## config.mk

```make
export PLATFORM = sky130hd
export DESIGN_NAME = seg7_scan_flat
export DESIGN_NICKNAME = d
export VERILOG_FILES = /design/src/rtl/seg7_scan_if.sv /design/src/rtl/seg7_scan.sv /design/src/flat_wrapper.sv
export SDC_FILE = /design/constraint.sdc
export NUM_CORES = 1
export LEC_CHECK = 0
export ABC_AREA = 1
export BUFFER_PORTS_ARGS = -buffer_cell sky130_fd_sc_hd__buf_2
export CORE_MARGIN = 2
export CORE_UTILIZATION = 57
export DETAILED_ROUTE_END_ITERATION = 7
export MAX_ROUTING_LAYER = met4
export PLACE_DENSITY = 0.88
export SYNTH_ARGS = -nofsm -noshare
export SYNTH_HDL_FRONTEND = slang
export SYNTH_SLANG_ARGS = --single-unit
```

## constraint.sdc

```tcl
create_clock -name clk -period 5.8 [get_ports clk]
set_input_delay 0.29 -clock clk [delete_from_list [all_inputs] [get_ports clk]]
set_output_delay 0.29 -clock clk [all_outputs]
set_load 0.01 [all_outputs]
```

## src/rtl/seg7_scan_if.sv

```systemverilog
// Software-side load port and display-side outputs of the seven-segment scanner.
// The master modport is the writer/observer; the slave modport is the scanner itself.
interface seg7_scan_if #(
    parameter int DIGITS = 4
);
    logic                  we;
    logic [4*DIGITS-1:0]   din;
    logic [DIGITS-1:0]     dp;
    logic [DIGITS-1:0]     blank;
    logic [7:0]            n_seg;
    logic [DIGITS-1:0]     n_an;
    logic                  frame;

    modport master (output we, din, dp, blank, input n_seg, n_an, frame);
    modport slave  (input we, din, dp, blank, output n_seg, n_an, frame);
endinterface

```

## src/rtl/seg7_scan.sv

```systemverilog
// Time-multiplexed N-digit seven-segment driver with dead-time and frame-aligned commit.
// Optional leading-zero suppression is enabled by defining SEG7_LEADZERO_EN.
module seg7_scan #(
    parameter int DIGITS   = 4,
    parameter int CLK_HZ   = 50_000_000,
    parameter int SCAN_HZ  = 1000,
    parameter int DEAD_CYC = 64
) (
    input  logic          clk,
    input  logic          rst,
    seg7_scan_if.slave    bus
);
    localparam int DIV   = CLK_HZ / SCAN_HZ;
    localparam int CNT_W = (DIV > 1) ? $clog2(DIV) : 1;
    localparam int IDX_W = (DIGITS > 1) ? $clog2(DIGITS) : 1;

    typedef enum logic {DEAD, SHOW} state_t;

    state_t                state_reg, state_next;
    logic [CNT_W-1:0]      cnt_reg, cnt_next;
    logic [IDX_W-1:0]      idx_reg, idx_next;
    logic [4*DIGITS-1:0]   shadow_din_reg, disp_din_reg;
    logic [DIGITS-1:0]     shadow_dp_reg, disp_dp_reg;
    logic [DIGITS-1:0]     shadow_blank_reg, disp_blank_reg;
    logic                  pending_reg, pending_next;
    logic                  commit;
    logic [7:0]            n_seg_reg, n_seg_next;
    logic [DIGITS-1:0]     n_an_reg, n_an_next;
    logic                  frame_reg, frame_next;
    logic [DIGITS-1:0]     suppress;
    logic                  slot_end, wrap;
    logic [3:0]            nibble;

    function automatic logic [6:0] decode(input logic [3:0] v);
        case (v)
            4'h0: decode = 7'h40;  4'h1: decode = 7'h79;
            4'h2: decode = 7'h24;  4'h3: decode = 7'h30;
            4'h4: decode = 7'h19;  4'h5: decode = 7'h12;
            4'h6: decode = 7'h02;  4'h7: decode = 7'h78;
            4'h8: decode = 7'h00;  4'h9: decode = 7'h10;
            4'hA: decode = 7'h08;  4'hB: decode = 7'h03;
            4'hC: decode = 7'h46;  4'hD: decode = 7'h21;
            4'hE: decode = 7'h06;  default: decode = 7'h0E;
        endcase
    endfunction

    // A digit is suppressed when it and every higher digit is zero with no DP lit.
    generate
        for (genvar gi = 0; gi < DIGITS; gi++) begin : g_sup
`ifdef SEG7_LEADZERO_EN
            if (gi == 0) begin : g_first
                assign suppress[gi] = 1'b0;
            end else begin : g_rest
                assign suppress[gi] = ~(|disp_din_reg[4*DIGITS-1:4*gi]) &
                                      ~(|disp_dp_reg[DIGITS-1:gi]);
            end
`else
            assign suppress[gi] = 1'b0;
`endif
        end
    endgenerate

    assign nibble = disp_din_reg[{idx_reg, 2'b00} +: 4];

    always_comb begin
        slot_end     = (cnt_reg == CNT_W'(DIV - 1));
        wrap         = slot_end && (idx_reg == IDX_W'(DIGITS - 1));
        cnt_next     = slot_end ? '0 : cnt_reg + 1'b1;
        idx_next     = idx_reg;
        if (slot_end)
            idx_next = wrap ? '0 : idx_reg + 1'b1;
        state_next   = (cnt_next >= CNT_W'(DEAD_CYC)) ? SHOW : DEAD;
        frame_next   = wrap;
        commit       = wrap && pending_reg;
        // A write landing on the wrap cycle keeps pending set for the next frame.
        pending_next = pending_reg;
        if (commit)
            pending_next = 1'b0;
        if (bus.we)
            pending_next = 1'b1;
        n_an_next    = '1;
        n_seg_next   = 8'hFF;
        if (state_reg == SHOW && !disp_blank_reg[idx_reg] && !suppress[idx_reg]) begin
            n_an_next  = ~(DIGITS'(1) << idx_reg);
            n_seg_next = {~disp_dp_reg[idx_reg], decode(nibble)};
        end
    end

    always_ff @(posedge clk or posedge rst) begin
        if (rst) begin
            state_reg        <= DEAD;
            cnt_reg          <= '0;
            idx_reg          <= '0;
            shadow_din_reg   <= '0;
            shadow_dp_reg    <= '0;
            shadow_blank_reg <= '0;
            disp_din_reg     <= '0;
            disp_dp_reg      <= '0;
            disp_blank_reg   <= '0;
            pending_reg      <= 1'b0;
            n_seg_reg        <= 8'hFF;
            n_an_reg         <= '1;
            frame_reg        <= 1'b0;
        end else begin
            state_reg   <= state_next;
            cnt_reg     <= cnt_next;
            idx_reg     <= idx_next;
            pending_reg <= pending_next;
            n_seg_reg   <= n_seg_next;
            n_an_reg    <= n_an_next;
            frame_reg   <= frame_next;
            if (bus.we) begin
                shadow_din_reg   <= bus.din;
                shadow_dp_reg    <= bus.dp;
                shadow_blank_reg <= bus.blank;
            end
            if (commit) begin
                disp_din_reg   <= shadow_din_reg;
                disp_dp_reg    <= shadow_dp_reg;
                disp_blank_reg <= shadow_blank_reg;
            end
        end
    end

    assign bus.n_seg = n_seg_reg;
    assign bus.n_an  = n_an_reg;
    assign bus.frame = frame_reg;
endmodule

```

## src/flat_wrapper.sv

```systemverilog
// flat-port wrapper written by rule: the top's interface ports become plain ports
module seg7_scan_flat 
#(
    parameter int DIGITS   = 4,
    parameter int CLK_HZ   = 50_000_000,
    parameter int SCAN_HZ  = 1000,
    parameter int DEAD_CYC = 64
)
  (clk, rst, bus_we, bus_din, bus_dp, bus_blank, bus_n_seg, bus_n_an, bus_frame);
  seg7_scan_if #(.DIGITS(DIGITS)) bus_i ();
  input  logic clk;
  input  logic rst;
  input wire logic [$bits(bus_i.we)-1:0] bus_we;
  input wire logic [$bits(bus_i.din)-1:0] bus_din;
  input wire logic [$bits(bus_i.dp)-1:0] bus_dp;
  input wire logic [$bits(bus_i.blank)-1:0] bus_blank;
  output wire logic [$bits(bus_i.n_seg)-1:0] bus_n_seg;
  output wire logic [$bits(bus_i.n_an)-1:0] bus_n_an;
  output wire logic [$bits(bus_i.frame)-1:0] bus_frame;
  assign bus_i.we = bus_we;
  assign bus_i.din = bus_din;
  assign bus_i.dp = bus_dp;
  assign bus_i.blank = bus_blank;
  assign bus_n_seg = bus_i.n_seg;
  assign bus_n_an = bus_i.n_an;
  assign bus_frame = bus_i.frame;
  seg7_scan #(.DIGITS(DIGITS), .CLK_HZ(CLK_HZ), .SCAN_HZ(SCAN_HZ), .DEAD_CYC(DEAD_CYC)) u_core (.clk(clk), .rst(rst), .bus(bus_i));
endmodule
```

# Word-level counts from Yosys, hierarchy flattened
# Memory sizes are Yosys's and may differ from the RTL's.
# Cells that the tools add are included.
dict set report totals {
  reg_bits 81
  latchBits 0
  ramBits 0
  romBits 112
  in_bits 27
  output_inout_bits 13
  wordCells 44
  n_memories 1
}
dict set report classes {
  n_addsub 2
  n_mul 0
  n_div 0
  n_lt_le_gt_ge 2
  n_eq_ne 2
  shift 2
  mux 13
  bitwise 2
  reduce_logical 7
}
# memory words word_bits read_ports rd_ports_with_merged_regs write_ports line_no
set mem_list {}
lappend mem_list {{(name not given)} 16 7 1 0 0 seg7_scan.sv:35} ;# case (v)
# operator count
set op_table {}
lappend op_table {{$add 16x1->16 const B} 1}
lappend op_table {{$eq 16x16->1 const B} 1}
lappend op_table {{$ge 16x7->1 const B} 1}
lappend op_table {{$mux 16} 1}
lappend op_table {{$shiftx 16x5->4} 1}
lappend op_table {{$mux 8} 1}
lappend op_table {{$bmux 1 s2} 3}
lappend op_table {{$mux 1} 6}
lappend op_table {{$logic_and 1x1->1} 4}
lappend op_table {{$mux 4} 1}
lappend op_table {{$not 4->4} 1}
lappend op_table {{$shl 1x2->4 const A} 1}
lappend op_table {{$lt 2x3->1 const B} 1}
lappend op_table {{$add 2x1->2 const B} 1}
lappend op_table {{$eq 2x2->1 const B} 1}
lappend op_table {{$logic_not 1->1} 2}
lappend op_table {{$mux 2} 1}
lappend op_table {{$reduce_bool 2->1} 1}
lappend op_table {{$not 1->1} 1}

# Depth between registers and ports, before layout
# Gate-level depths: netlist of run 1.
dict set report logic_depth {
  depth_word 6
  depth_mapped 12
  depth_no_buf 10
}

# Least setup slack after synthesis of run 1
# Ideal clock, no wire load.
dict set report synth_timing {
  path_kind {flip-flop to flip-flop}
  startpoint {register u_core.idx_reg[0]}
  endpoint {register u_core.n_seg_reg[0] (netlist: u_core.bus.n_seg[0])}
  setup_time_ns 0.087
  arrival_ns 1.591
  t_required_ns 5.713
  setup_slack_ns 4.123
  stages_incl_launch_ff 12
  path_buffers 2
  cell_sequence {dfrtp_1 > buf_4 > buf_2 > nand2_1 > nand3_1 > nand2_1 > inv_1 > ha_1 > inv_1 > nor2_1 > a21oi_1 > nand3_1}
}
dict set report synth_via {
  elab_chain_len 6
  word_cells_on_any_way 11
  classes_between {shift: 1; mux: 5; reduce/logical: 4; memory: 1}
}
# item line_no
set synth_rtl {}
lappend synth_rtl {{start: declaration} seg7_scan.sv:21} ;# logic [IDX_W-1:0] idx_reg, idx_next;
lappend synth_rtl {{start signal: assignment} seg7_scan.sv:107} ;# idx_reg <= idx_next;
lappend synth_rtl {{parallel branches: the longest is 5 deep, another holds $mem_v2 16x7} n/a}
lappend synth_rtl {{$mux 8 (*)} seg7_scan.sv:83} ;# if (state_reg == SHOW && !disp_blank_reg[idx_reg] && !suppress[idx_reg]) begin
lappend synth_rtl {{named net u_core.n_seg_next[0]} seg7_scan.sv:27} ;# logic [7:0] n_seg_reg, n_seg_next;
lappend synth_rtl {{end signal: assignment} seg7_scan.sv:109} ;# n_seg_reg <= n_seg_next;
lappend synth_rtl {{end: declaration} seg7_scan.sv:27}
# Mark *: on every way through the listed nets, which the timed path passes. The select of a mux whose other input is x is not followed.
# A chain may end at the register's enable or synchronous reset.

# Worst setup path after layout of run 1
# Same ends and word-level chain as after synthesis.

==> flow_metrics.py, run 1 <==
metrics = {
    "status": {
        "run_status": "finished, violations left",
        "violations": "DRC",
    },
    "synth": {
        "synth-adder-area-share": 0.0393,
        "seq_area_frac_synth": 0.534,
        "number_of_synthesized_flops_with_an_enable_pin": 0,
        "postSynth.asyncResetShare": 1.00,
        "netlist_instances": 456,
        "mappedNetlistNets": 495,
        "ys_types": 28,
        "post_synthesis_share_of_cell_area_spent_on_xor_and_xnor_gates": 0.00458,
        "mappedNetlistArea_um2": 3820,
        "yosys_register_bits": 81,
        "synthMostInstantiatedCell": "sky130_fd_sc_hd__nand2_1",
        "post_synth_mux_area_share": 0,
        "basic_gate_share_of_the_synthesized_area_counting_and_or_nand_and_nor_cells": 0.235,
        "dominant_combinational_cell_family_by_area_after_synthesis": "simple AND/OR/NAND/NOR gates",
        "synth_compound_area_frac": 0.0998,
        "yosysWarningCount": 0,
        "syn_area_per_cell_um2": 8.38,
        "synth_commonest_cells": "122 x sky130_fd_sc_hd__nand2_1, 69 x sky130_fd_sc_hd__dfrtp_1, 61 x sky130_fd_sc_hd__inv_1",
        "synth_ff_type": "sky130_fd_sc_hd__dfrtp_1",
        "yosys.area.top_type_share": 0.452,
        "cell_taking_the_most_area_after_synthesis": "sky130_fd_sc_hd__dfrtp_1",
        "synth.area.top_cells": "sky130_fd_sc_hd__dfrtp_1 45%, sky130_fd_sc_hd__nand2_1 12%, sky130_fd_sc_hd__dfstp_2 8.2%",
    },
    "setup_path": {
        "cp.depth": 10,
        "setup.worst_path.start_class": "flip-flop",
        "end_kind": "flip-flop",
        "cpMostUsedCell": "sky130_fd_sc_hd__inv_1",
        "timing.critical_path.arrival_ns": 2.57,
        "crit_type": "flip-flop to flip-flop",
        "critical_path_data_required_time_ns": 6.09,
        "critPathBufInv": 3,
        "number_of_cells_traversed_by_the_worst_register_to_register_path": 10,
        "critical-path-top-delay-family": "flip-flops",
        "slowest_delay_ns": 0.71,
        "timing.critical_path.fanout_max": 19,
        "r2r_slack_ns": 3.51,
        "reg2reg_to": "u_core.bus.n_seg[0]",
        "critical_path_cell_by_cell": "inv_1, nand2_1, nand3_1, nand2_1, inv_1, ha_1, inv_1, nor2_1, a21oi_1, nand3_1",
        "worst_r2r_startpoint": "u_core.idx_reg[0]",
        "slowest_cp_cell": "sky130_fd_sc_hd__dfrtp_1",
    },
    "hold_path": {
        "timing.hold.worst_endpoint": "u_core.shadow_din_reg[6]",
        "min_from": "bus_din[6]",
        "kind_of_path_behind_the_tightest_hold_check": "primary input to flip-flop",
        "whs_path_depth": 3,
    },
    "layout": {
        "multi_input_comb_area_um2": 1450,
        "postLayoutCoreUtil": 0.660,
        "layout_cell_share_with_drive_strength_beyond_1": 0.189,
        "diodes": 0,
        "area_delta_synth_final_pct": 11.0,
        "n_fill_cell": 513,
        "seq_area_um2": 2040,
        "nets": 532,
    },
    "timing": {
        "max_freq_ghz": 0.437,
        "fin_crit_sh": 0.395,
        "clock-skew-final_ns": 0.0137,
        "setup_violations": 0,
        "finalMaxSlewViolations": 0,
        "tns_ns": 0,
        "max-slew-margin-rel": 0.356,
        "timing.final.hold_violations": 0,
        "post-route-min-period_ns": 2.29,
        "rsz0062_at_grt": "no",
        "worstMarginPinSlew_ns": 0.965,
    },
    "drt": {
        "drtIter0Drc": 155,
        "drt_drc_violations_left": 2,
        "routed_wire_per_std_cell_um": 12.5,
        "route.antenna.remaining_nets": 0,
        "routed_via_density": 5.14,
        "detailedRoute.firstPassIterationCount": 6,
        "postRouteWirelength_um": 7190,
        "vias": 2953,
    },
    "floorplanning": {
        "chipWidth_um": 85.9,
        "placementRows": 29,
        "initial_core_util": 0.595,
        "top_level_ports": 40,
        "core_area_um2": 6420,
        "die_height_um": 85.9,
        "die_area_um2": 7380,
    },
    "clocking": {
        "ctsRootBufferMaster": "sky130_fd_sc_hd__clkbuf_8",
        "post_cts.repair.setup_buffers": 0,
        "cts_made_buffers": 9,
        "cts_resized": 0,
        "clock-sinks": 81,
        "clkTransAtPathRegs_ns": 0.10,
        "ctsHoldBuffers": 0,
        "worst_skew_pair.late_latency_ns": 0.37,
        "cts-root-to-sink-buffers": 2,
        "cts_htree_levels": 3,
        "cts_tree": "built",
    },
    "grt": {
        "grt_overflow": 0,
        "grt_pass1_vias": 2786,
        "grt_use_total": 0.225,
        "antenna_violations_before_repair": 0,
        "grt_max_degree": 82,
        "grt_first_pass_wirelength_um": 12600,
    },
    "placed_design": {
        "numPortBuffers": 39,
        "routabilityCongestion": 0.906,
        "hpwl_after_detailed_placement_um": 5080,
    },
    "power_and_ir_drop": {
        "power.density_nw_per_um2": 249,
        "cellLeakagePower_nw": 2.09,
        "vdd_ir_drop_max_v": 0.000231,
    },
    "run": {
        "max_cap_viol_count": 0,
    },
}
## worst max-delay path by stage
| stage | from | endpoint | slack, ns |
|---|---|---|---|
| 3_3_place_gp | u_core.idx_reg[0] | u_core.bus.n_seg[0] | 3.61 |
| 4_1_cts | u_core.idx_reg[0] | u_core.bus.n_seg[0] | 3.51 |
| 5_1_grt | u_core.idx_reg[0] | u_core.bus.n_seg[0] | 3.18 |
| 6_report | u_core.idx_reg[0] | u_core.bus.n_seg[0] | 3.51 |
| 3_5_place_dp | u_core.idx_reg[0] | u_core.bus.n_seg[0] | 3.53 |
| 2_1_floorplan | rst | u_core.bus.frame | 3.45 |
## layout by cell type, fill, tap and decap left out, types with 12 or more instances in the layout
cell type,instances
sky130_fd_sc_hd__dfstp_2,12
sky130_fd_sc_hd__o21ai_0,38
sky130_fd_sc_hd__nor2_1,32
sky130_fd_sc_hd__ha_1,12
sky130_fd_sc_hd__nand2_1,122
sky130_fd_sc_hd__inv_1,60
sky130_fd_sc_hd__nand2_2,13
sky130_fd_sc_hd__dfrtp_1,69
sky130_fd_sc_hd__buf_2,39
sky130_fd_sc_hd__nand3_1,33
sky130_fd_sc_hd__o21ai_1,20
## through the flow
stage	power (mW)	std cells	cell area, um^2	hold WS [ns]	setup WS, ns
floorplan	0.621	456	3820	0.407	3.45
global placement	0.636	559	4030	0.466	3.61
detailed placement	0.639	559	4030	0.479	3.53
CTS	1.07	575	4240	0.114	3.51
global route	1.10	575	4240	0.133	3.18
finish	1.06	575	4240	0.120	3.51
## area by class of cell
type	instances	share of cell area
Sequential cell	81	0.481
Multi-Input combinational cell	296	0.342
Inverter	65	0.0575
Timing Repair Buffer	40	0.0478
Clock buffer	9	0.0292
Tap cell	77	0.0227
Clock inverter	7	0.0198
## layer usage
layer,track usage,part of all wire,up-vias
met5,-,0,-
met4,0.0996,0.025,0
met3,0.0404,0.038,19
met2,0.342,0.48,65
met1,0.298,0.46,1369
li1,-,-,1500
## power breakdown
group	switching (mW)	internal [mW]	leakage [nW]
Combinational	0.0300	0.0135	0.959
Clock	0.224	0.207	0.103
Sequential	0.00389	0.579	1.03
## cells by family after synthesis
| logic type | after synthesis |
|---|---|
| buffers and inverters | 79 |
| AOI/OAI and AO/OA | 71 |
| xor gates and xnor gates | 2 |
| DFF | 81 |
| and+or+nand+nor | 211 |
| adders and majority gates | 12 |
## worst min-delay path, delay by kind of cell
| family | cells | cell delay, ns |
|---|---|---|
| AO/OA/AOI/OAI | 1 | 0.05 |
| buffers and inverters | 1 | 0.07 |
| AND/OR/NAND/NOR | 1 | 0.04 |
No activity file was read; power rests on OpenSTA's default activity.
==> run 2: changes to the inputs <==
--- a/config.mk
+++ b/config.mk
@@ -8,10 +8,10 @@
 export ABC_AREA = 1
 export BUFFER_PORTS_ARGS = -buffer_cell sky130_fd_sc_hd__buf_2
 export CORE_MARGIN = 2
-export CORE_UTILIZATION = 57
+export CORE_UTILIZATION = 53
 export DETAILED_ROUTE_END_ITERATION = 7
 export MAX_ROUTING_LAYER = met4
-export PLACE_DENSITY = 0.88
+export PLACE_DENSITY = 0.86
 export SYNTH_ARGS = -nofsm -noshare
 export SYNTH_HDL_FRONTEND = slang
 export SYNTH_SLANG_ARGS = --single-unit
==> constraint.sdc (replaced) <==
create_clock -name clk -period 2.1 [get_ports clk]
set_input_delay 0.105 -clock clk [delete_from_list [all_inputs] [get_ports clk]]
set_output_delay 0.105 -clock clk [all_outputs]
set_load 0.01 [all_outputs]
==> run 2 against run 1 <==
Against the previous run: the run now ends clean; cell area rose by 8.3%; global-route usage fell by 0.59 points; worst hold slack improved by 0.17 ns; setup slack got worse by 3.3 ns; first-iteration DRC count rose by 2.6%; non-clock buffer count rose by 28; sequential share of layout area fell by 3.7 points; combinational power rose to 3.7 times the previous value; critical path depth did not move; count of clock-buffer cells in the layout did not move; fmax rose by 23%; highest routed layer unchanged; final cell count rose by 8.2%.
==> flow_metrics.py, run 2 (same netlist as run 1, synthesis figures left out) <==
metrics = {
    "layout": {
        "postLayoutCoreUtil": 0.669,
        "nets": 560,
        "n_fill_cell": 549,
        "commonest_cells_after_routing_fill_and_taps_aside": "122 x sky130_fd_sc_hd__nand2_1, 69 x sky130_fd_sc_hd__dfrtp_1, 59 x sky130_fd_sc_hd__inv_1",
        "diodes": 0,
        "area_delta_synth_final_pct": 20.2,
        "layout_cell_share_with_drive_strength_beyond_1": 0.186,
        "layout_commonest_cell": "sky130_fd_sc_hd__nand2_1",
    },
    "drt": {
        "routed_wire_per_std_cell_um": 12.1,
        "vias": 3068,
        "postRouteWirelength_um": 7510,
        "routed_via_density": 4.93,
        "drt_drc_violations_left": 0,
        "drtIter0Drc": 159,
        "route.antenna.remaining_nets": 0,
        "detailedRoute.firstPassIterationCount": 5,
    },
    "clocking": {
        "cts_htree_levels": 3,
        "cts_made_buffers": 9,
        "cts-root-to-sink-buffers": 2,
        "ctsRootBufferMaster": "sky130_fd_sc_hd__clkbuf_8",
        "clkTransAtPathRegs_ns": 0.09,
        "post_cts.repair.setup_buffers": 0,
        "clock-sinks": 81,
        "worst_skew_pair.late_latency_ns": 0.36,
        "cts_tree": "built",
    },
    "power_and_ir_drop": {
        "power.density_nw_per_um2": 690,
        "sequential_share_of_power": 0.508,
        "switching_power_uw": 697,
        "pwr-share-clk": 0.441,
        "p_int_mw": 2.47,
        "cellLeakagePower_nw": 2.23,
        "power_switching_share": 0.220,
        "comb_power_share": 0.051,
        "vdd_ir_drop_max_v": 0.000580,
    },
    "setup_path": {
        "number_of_cells_traversed_by_the_worst_register_to_register_path": 10,
        "timing.critical_path.arrival_ns": 2.15,
        "timing.critical_path.fanout_max": 12,
        "critical_path_data_required_time_ns": 2.39,
        "setup.worst_path.start_class": "flip-flop",
        "crit_type": "flip-flop to flip-flop",
        "r2r_slack_ns": 0.24,
        "slowest_cp_cell": "sky130_fd_sc_hd__dfrtp_1",
        "cp.depth": 10,
        "critical_path_cell_by_cell": "inv_1, nand2_1, nand3_1, nand2_1, inv_1, ha_1, inv_1, a21oi_1, o21ai_0, nand3_1",
        "cpMostUsedCell": "sky130_fd_sc_hd__inv_1",
        "end_kind": "flip-flop",
        "slowest_delay_ns": 0.38,
        "critical-path-top-delay-family": "buffers and inverters",
        "critPathBufInv": 3,
    },
    "grt": {
        "grt_util_met2": 0.345,
        "grt_max_degree": 51,
        "grt_first_pass_wirelength_um": 12800,
        "grt_overflow": 0,
        "use_met3": 0.0591,
        "antenna_violations_before_repair": 0,
        "grt_use_total": 0.219,
        "gr-usage-met1": 0.286,
        "grt_pass1_vias": 2860,
        "busiest_layer": "met2",
    },
    "hold_path": {
        "whs_path_depth": 3,
        "kind_of_path_behind_the_tightest_hold_check": "primary input to flip-flop",
    },
    "timing": {
        "setup_violations": 0,
        "finalMaxSlewViolations": 0,
        "hold_ws_ns": 0.286,
        "rsz0062_at_grt": "no",
        "post-route-min-period_ns": 1.86,
        "timing.final.hold_violations": 0,
        "max-slew-margin-rel": 0.540,
        "tns_ns": 0,
        "clock-skew-final_ns": 0.0107,
        "max_freq_ghz": 0.537,
        "worstMarginPinSlew_ns": 0.689,
        "fin_crit_sh": 0.887,
    },
    "placed_design": {
        "hpwl_after_detailed_placement_um": 5010,
        "routabilityCongestion": 0.944,
        "numPortBuffers": 39,
    },
    "floorplanning": {
        "core_area_um2": 6870,
        "placementRows": 30,
        "die_area_um2": 7910,
        "chipWidth_um": 88.9,
        "top_level_ports": 40,
        "initial_core_util": 0.556,
        "die_height_um": 88.9,
    },
    "status": {
        "run_status": "completed",
    },
    "run": {
        "max_cap_viol_count": 0,
    },
}
==> run 2: path summary, 6_finish.rpt <==
check                                            start                         to
worst max-delay path                 u_core.idx_reg[0]        u_core.bus.n_seg[0]
min in group asynchronous                          rst  u_core.shadow_din_reg[15]
worst min register to register  u_core.disp_din_reg[9]     u_core.disp_din_reg[9]
worst min-delay path                            bus_we  u_core.shadow_din_reg[13]
max in group asynchronous                          rst        u_core.bus.n_seg[2]
worst max register to register       u_core.idx_reg[0]        u_core.bus.n_seg[0]
==> run 2: worst register-to-register path: cells and delay by family (launching register included) <==
kind	cells	cell delay (ns)
DFF	1	0.38
and+or+nand+nor	4	0.46
buffers and inverters	3	0.49
AOI/OAI and AO/OA	2	0.30
adders and majority gates	1	0.17
==> run 2: per-layer routing <==
| metal | up-vias | part of all wire |
|---|---|---|
| li1 | 1556 | - |
| met1 | 1415 | 0.45 |
| met2 | 89 | 0.49 |
| met3 | 8 | 0.052 |
| met4 | 0 | 0.0099 |
| met5 | - | 0 |
==> run 2: power by group through the flow <==
stage	registers [mW]	clock network, mW	logic, mW
after global routing	1.61	1.50	0.185
after global placement	1.64	0	0.121
after detailed placement	1.64	0	0.127
final	1.61	1.40	0.161
after floorplan	1.64	0	0.0771
after CTS	1.61	1.42	0.162
==> run 2: repair_timing <==
item | in CTS | in global routing
hold endpoints to repair | 53 | 0
hold buffers | 25 | 0
setup endpoints to repair | 0 | 3
gates resized for setup | 0 | 1
==> run 2: final cells by class <==
class | count | area [um^2] | share of cell area
flip-flops and latches | 81 | 2040 | 0.444
inverters | 65 | 248 | 0.0539
clock inverters | 7 | 125 | 0.0272
repair buffers | 68 | 488 | 0.106
multi-input cells | 296 | 1450 | 0.315
clock buffers | 9 | 124 | 0.0270
well taps | 96 | 120 | 0.0261
==> run 2: metrics by stage <==
| stage | power [mW] | setup slack (ns) | instance area (um^2) | cells |
|---|---|---|---|---|
| after floorplan | 1.72 | 0.423 | 3830 | 456 |
| after global placement | 1.76 | 0.232 | 4100 | 581 |
| after detailed placement | 1.77 | 0.185 | 4100 | 581 |
| after CTS | 3.19 | 0.153 | 4600 | 622 |
| after global routing | 3.30 | 0.0474 | 4600 | 622 |
| final | 3.17 | 0.238 | 4600 | 622 |
